$ cat src/rtl/i2c_config_sequencer.sv
// i2c_config_sequencer: replays a loadable (register, value) table to an I2C device with retry, timeout and gap control
module i2c_config_sequencer #(
  parameter int DEPTH = 32,
  parameter logic [6:0] DEV_ADDR = 7'h72,
  parameter int MAX_RETRY = 3,
  parameter int GAP_CYCLES = 16,
  parameter int BUSY_TIMEOUT = 1023,
  localparam int IDX_W = $clog2(DEPTH)
) (
  input  logic             clk,
  input  logic             rst,
  input  logic             tbl_we,
  input  logic [IDX_W-1:0] tbl_idx,
  input  logic [7:0]       tbl_reg,
  input  logic [7:0]       tbl_val,
  input  logic [IDX_W:0]   count,
  input  logic             start,
  input  logic             i2c_busy,
  input  logic             i2c_nack,
  output logic [6:0]       address,
  output logic [7:0]       data_0,
  output logic [7:0]       data_1,
  output logic             i2c_start,
  output logic             busy,
  output logic             done,
  output logic             error,
  output logic [IDX_W-1:0] fail_idx
);
  localparam int RW = MAX_RETRY > 0 ? $clog2(MAX_RETRY + 1) : 1;
  localparam int GW = GAP_CYCLES > 1 ? $clog2(GAP_CYCLES) : 1;
  localparam int TW = BUSY_TIMEOUT > 0 ? $clog2(BUSY_TIMEOUT + 1) : 1;
  localparam logic [IDX_W:0] DEPTH_N = (IDX_W + 1)'(DEPTH);
  typedef enum logic [2:0] {IDLE, LOAD, ISSUE, WAIT_HI, WAIT_LO, GAP, DONE, ERROR} state_t;
  state_t state, state_next, after_write;
  logic [IDX_W:0] idx, n, n_in;
  logic [RW-1:0] retry;
  logic [GW-1:0] gap_cnt;
  logic [TW-1:0] to_cnt;
  logic [7:0] mem_reg [DEPTH];
  logic [7:0] mem_val [DEPTH];
  logic ready, go, last, retry_max;
  assign address = DEV_ADDR;
  assign busy = !ready;
  assign done = state == DONE;
  assign error = state == ERROR;
  always_comb begin
    ready = state == IDLE || state == DONE || state == ERROR;
    go = ready && start;
    n_in = count > DEPTH_N ? DEPTH_N : count;
    last = idx + 1'b1 == n;
    retry_max = retry == RW'(MAX_RETRY);
    after_write = GAP_CYCLES == 0 ? LOAD : GAP;
    state_next = state;
    case (state)
      IDLE, DONE, ERROR: state_next = go ? (n_in == '0 ? DONE : LOAD) : state;
      LOAD:    state_next = ISSUE;
      ISSUE:   state_next = i2c_busy ? ISSUE : WAIT_HI;
      WAIT_HI: state_next = i2c_busy ? WAIT_LO : (to_cnt == TW'(BUSY_TIMEOUT) ? ERROR : WAIT_HI);
      WAIT_LO: state_next = i2c_busy ? WAIT_LO : !i2c_nack ? (last ? DONE : after_write) : (retry_max ? ERROR : after_write);
      GAP:     state_next = gap_cnt == GW'(GAP_CYCLES - 1) ? LOAD : GAP;
      default: state_next = IDLE;
    endcase
  end
  always_ff @(posedge clk)
    if (tbl_we && ready && {1'b0, tbl_idx} < DEPTH_N) begin
      mem_reg[tbl_idx] <= tbl_reg;
      mem_val[tbl_idx] <= tbl_val;
    end
  always_ff @(posedge clk) begin
    if (rst) begin
      state     <= IDLE;
      idx       <= '0;
      n         <= '0;
      retry     <= '0;
      gap_cnt   <= '0;
      to_cnt    <= '0;
      data_0    <= '0;
      data_1    <= '0;
      i2c_start <= 1'b0;
      fail_idx  <= '0;
    end else begin
      state     <= state_next;
      i2c_start <= state == ISSUE && !i2c_busy;
      if (go) begin
        n     <= n_in;
        idx   <= '0;
        retry <= '0;
      end
      if (state == LOAD) begin
        data_0 <= mem_reg[idx[IDX_W-1:0]];
        data_1 <= mem_val[idx[IDX_W-1:0]];
      end
      if (state == ISSUE) to_cnt <= '0;
      if (state == WAIT_HI && !i2c_busy) to_cnt <= to_cnt + 1'b1;
      if (state == GAP) gap_cnt <= state_next == GAP ? gap_cnt + 1'b1 : '0;
      if (state == WAIT_LO && !i2c_busy) begin
        idx   <= i2c_nack ? idx : idx + 1'b1;
        retry <= !i2c_nack ? '0 : (retry_max ? retry : retry + 1'b1);
      end
      if (state_next == ERROR && state != ERROR) fail_idx <= idx[IDX_W-1:0];
    end
  end
endmodule

$ cat config.mk
export PLATFORM = sky130hd
export DESIGN_NAME = i2c_config_sequencer
export DESIGN_NICKNAME = d
export VERILOG_FILES = /design/src/rtl/i2c_config_sequencer.sv
export SDC_FILE = /design/constraint.sdc
export NUM_CORES = 1
export LEC_CHECK = 0
export BUFFER_PORTS_ARGS = -buffer_cell sky130_fd_sc_hd__buf_2
export CAP_MARGIN = 20
export CORE_ASPECT_RATIO = 1.4
export CORE_MARGIN = 1.5
export CORE_UTILIZATION = 50
export DETAILED_ROUTE_END_ITERATION = 7
export PLACE_DENSITY = 0.74
export SYNTH_ARGS = -nofsm -noshare
export SYNTH_HDL_FRONTEND = slang
export SYNTH_SLANG_ARGS = --single-unit
export TNS_END_PERCENT = 5
$ cat constraint.sdc
create_clock -name clk -period 3.4 [get_ports clk]
set_clock_uncertainty 0.1 [all_clocks]
set_input_delay 0.51 -clock clk [delete_from_list [all_inputs] [get_ports clk]]
set_output_delay 0.51 -clock clk [all_outputs]
set_load 0.02 [all_outputs]
Word level (Yosys, flattened, before mapping)
Memory sizes are Yosys's and may differ from the RTL's. A register that Yosys moved wholly into a read port is not among the register bits.
Cells that the tools add are included.
W data, S select, Z words.
- memory bits (writable): 512
- bits in registers: 37
- input bits: 33
- memories: 2
- output and inout bits: 32
- reductions and logical operators: 17
- muxes and demuxes: 24
- order comparisons: 1
- add/sub/neg operators: 4
- equal/unequal tests: 16
- memories (name ; words ; bits a word ; read ports ; clocked after Yosys merged registers in ; write ports ; line ; source):
    mem_reg ; 32 ; 8 ; 1 ; 1 ; 1 ; 39 ; logic [7:0] mem_reg [DEPTH];
    mem_val ; 32 ; 8 ; 1 ; 1 ; 1 ; 40 ; logic [7:0] mem_val [DEPTH];
- operator list (cell ; number):
    $mux W6 ; 4
    $mux W10 ; 2
    $eq A3 B3 Y1 const B ; 6
    $pmux W3 S6 ; 1
    $mux W2 ; 8
    $mux W3 ; 5
    $add A10 B1 Y10 const B ; 1
    $eq A10 B10 Y1 const B ; 1
    $add A6 B1 Y6 const B ; 1
    $eq A3 B2 Y1 const B ; 2
    $eq A6 B6 Y1 ; 1
    $gt A6 B6 Y1 const B ; 1
    $logic_and A1 B1 Y1 ; 6
    $logic_not A6 Y1 ; 1
    $ne A3 B3 Y1 const B ; 2
    $add A4 B1 Y4 const B ; 1
    $eq A4 B4 Y1 const B ; 1
    $mux W4 ; 1
    $reduce_and A2 Y1 ; 2
    $reduce_bool A2 Y1 ; 2
    $eq A3 B1 Y1 const B ; 1
    $logic_not A3 Y1 ; 1
    $mux W1 ; 3
    $reduce_or A3 Y1 ; 1
    5 further kinds ; 7

Depth between registers and ports, before layout
- word-level depth: 8
- depth in mapped cells: 10
- depth with buffers taken out: 8

Worst setup path after synthesis
No wires, ideal clock.
- path type: register to register
- from: register state[1]
- to: memory mem_reg[24][0], enable pin
- required time: 2.912 ns
- library setup time: 0.388 ns
- arrival: 1.947 ns
- path slack: 0.965 ns
- stages on the path, launching flop included: 7
- cells stage by stage: dfxtp_1 or3_1 nand2_1 nand2_1 nor2_1 nand3_1 nor2_1
- cells in the longest elaborated chain, start to end: 6
- RTL lines (element ; line ; source):
    start, declared ; 34 ; state_t state, state_next, after_write;
    start signal, assigned ; 82 ; state <= state_next;
    $eq A3 B3 Y1 or $logic_not A3 Y1 (tied branches) ; 47 ; ready = state == IDLE || state == DONE || state == ERROR;
    $logic_or A1 B1 Y1 ; 47 ;
    $logic_or A1 B1 Y1 * ; 47 ;
    $logic_and A1 B1 Y1 * ; 65 ; if (tbl_we && ready && {1'b0, tbl_idx} < DEPTH_N) begin
    $mux W1 * ; 65 ;
    $mux W1 (implied by the code) * ; 66 ; mem_reg[tbl_idx] <= tbl_reg;
    end, declared ; 39 ;
Mark *: on every way between the ends. The rest lies on a longest branch, timed or not.

==> metrics.md <==
| Metric | Value |
|---|---|
| Status | `finished, final reports clean` |
| Clk_lat worst skew | `~0.57 ns` |
| DRC errors left | `0` |
| Grt total ovfl | `0` |
| Post-synthesis sequential area ratio | `0.735` |
| Final WL | `~46,000 um` |
| # nets final | `roughly 1,300` |
| Setup TNS | `0 ns` |
| Max Root-Sink Buffers | `3` |
| Net Sw Frac | `0.225` |
| Die height | `253 um` |
| Clock root cell | `clkbuf_16` |
| Final hold vios | `0` |
| # H-tree levels | `2` |
| Critical Path Sink Type | `register` |
| Number of global-route vias before repair | `11,500` |
| CTS Buf Count | `between 40 and 50` |
| R2r setup slk | `about 0.67 ns` |
| MaxCap Viol Count | `0` |
| Synth Flop Type | `edfxtp_1` |
| GPL Wtd Cong | `between 0.8 and 0.9` |
| Post-Syn Area | `22,400 um^2` |
| Die area | `~46,000 um^2` |
| Post-synth top area share | `0.687` |
| Worst slew pin tran | `about 1.1 ns` |
| Synth area leaders | `edfxtp_1, mux4_2, dfxtp_1` |
| Period minus WS final | `between 2 and 3 ns` |
| Hold Crit Class | `input port to register` |
| CP Launch Point | `idx[0]` |
| Clk sinks | `~570` |
| Max FO, Critical Path | `38` |
| Post-synth EDFFs | `between 500 and 600` |
| Design area | `roughly 25,000 um^2` |
| Worst Setup Start Kind | `register` |
| Leakage | `slightly below 0.008 uW` |
| Seq cells post-synth | `~570` |
| FMAX | `between 300 and 400 MHz` |
| Row cnt | `just over 90` |
| Number of synthesis warnings | `0` |
| Setup Crit Path Kind | `register to register` |
| Hold depth | `3` |
| Antenna violations before repair | `2` |
| ANT cells | `0` |
| CP required | `3.70 ns` |
| Int Pwr | `11,300 uW` |
| All-Layer GR Usage | `0.205` |
| Most frequent cell after synthesis | `edfxtp_1` |
| Clk pwr share | `0.379` |
| Psw | `~3300 uW` |
| Mean post-synth cell area | `roughly 19 um^2` |
| Dpl hpwl | `roughly 28,000 um` |
| Via count | `11,100` |
| Share of layout cells above drive strength 1 | `0.280` |
| Resized cells post-CTS | `0` |
| Synth unique cells | `57` |
| Setup violators final | `0` |
| VDD IR max | `roughly 0.33 mV` |
| Area leader, netlist | `edfxtp_1` |
| Hold EP | `n[5]` |
| Antenna Nets Post-Route | `0` |
| Area growth syn-to-layout | `12.1%` |
| Initial Util | `0.508` |
| Worst r2r src | `idx[0]` |
| Placed Area | `between 20,000 and 25,000 um^2` |
| Synth Instances | `about 1,200` |
| Number of I/O pins | `65` |
| Combinational share of power | `0.086` |
| Commonest cells post-synth | `edfxtp_1, mux4_2, nor2_1` |
| Slew Limit Fails | `0` |
| FF-to-FF End | `data_0[3]` |
| Die Wd | `between 150 and 200 um` |
| Tcrit/Tclk final | `0.803` |
| Ys async rst share | `0` |
| First-pass GRT wire length | `69,900 um` |
| 1st-pass router iterations | `7` |
| Worst reg2reg path depth | `5` |
| Seq pwr share | `0.536` |
| RSZ-0062 raised after global routing | `false` |
| Hold WS | `~0.14 ns` |
| Core area | `about 44,000 um^2` |
| Clock Pin Slew Worst Setup and Hold Paths | `~0.06 ns` |
| Vias per cell | `5.98` |
| Setup Fix Bufs, Post-CTS | `0` |
| WL per Instance | `~25 um` |
| CTS Hold Buffers Added | `0` |
| Worst slew margin | `0.257` |
| WP data arrival | `between 3 and 4 ns` |
| Port bufs | `57` |
| Pwr per Cell Area | `582 nW/um^2` |
| CTS tree | `yes` |
| Iter 0 DRT Violations | `between 1,000 and 1,500` |
| Core Util, Final | `0.569` |
| Hold wc startpoint | `count[5]` |
| Largest net degree at the start of global routing | `between 70 and 80` |
## final cells by class
| cell class | count | area (um^2) |
|---|---|---|
| inverter | 2 | 7.51 |
| multi-input combinational | 537 | 5580 |
| sequential | 565 | 16400 |
| clock buffer | 64 | 1410 |
| timing repair buffer | 109 | 738 |
| clock inverter | 25 | 204 |
| fill | 3174 | 19000 |
| tap | 558 | 698 |
## routing by layer
layer	part of all wire	routed length (um)	GRT usage
met4	0.025	1140	0.0652
met2	0.53	24500	0.367
met5	0.00054	25	0
met1	0.39	17900	0.258
met3	0.054	2490	0.0314
## power groups by stage
stage	Clock, uW	Sequential (uW)	Combinational (uW)
after CTS	5610	7820	1250
after global routing	5870	7830	1360
final	5530	7820	1250
after global placement	0	7960	1220
after detailed placement	0	7970	1250
after floorplan	0	7990	817
## per-stage QoR
step	worst slack, ns	instances	total power, uW
6_report	0.671	1860	14600
5_1_grt	0.523	1860	15100
4_1_cts	0.639	1860	14700
3_5_place_dp	0.632	1771	9210
3_3_place_gp	0.649	1771	9180
2_1_floorplan	0.965	1172	8810
## worst max path at each step
stage / end / slack, ns / cells past startpoint
floorplan: mem_reg[24][0] / 0.96 / 6
global placement: data_0[3] / 0.65 / 5
detailed placement: data_0[3] / 0.63 / 5
CTS: data_0[3] / 0.64 / 5
global route: data_0[3] / 0.52 / 5
finish: data_0[3] / 0.67 / 5
## cells in the final DEF, fill, tap and decap left out, types with 11 or more instances in the layout
| cell | instances |
|---|---|
| dfxtp_1 | 49 |
| edfxtp_1 | 512 |
| clkbuf_16 | 51 |
| mux4_2 | 134 |
| buf_2 | 57 |
| nor2_2 | 11 |
| nor2_1 | 72 |
| o21ai_0 | 22 |
| nand2_1 | 51 |
| mux2i_1 | 37 |
| buf_4 | 47 |
| a21oi_1 | 52 |
| mux2_2 | 17 |
## kinds of logic after synthesis
kind of cell    after synthesis  share of synthesized area
compound gates              122                     0.0338
xor+xnor                      9                    0.00352
fa+ha+maj                     4                    0.00224
buf+inv                      70                     0.0181
flops                       565                      0.735
mux                         190                      0.162
other cells                   2                   0.000336
simple gates                205                     0.0451
## critical path: stages, from the launching register on
cell,delay [ns]
dfxtp_4,0.59
buf_12,0.33
mux4_2,0.60
mux4_2,0.52
mux2i_1,0.25
a211oi_1,0.11
(Power assumes the default switching activity.)
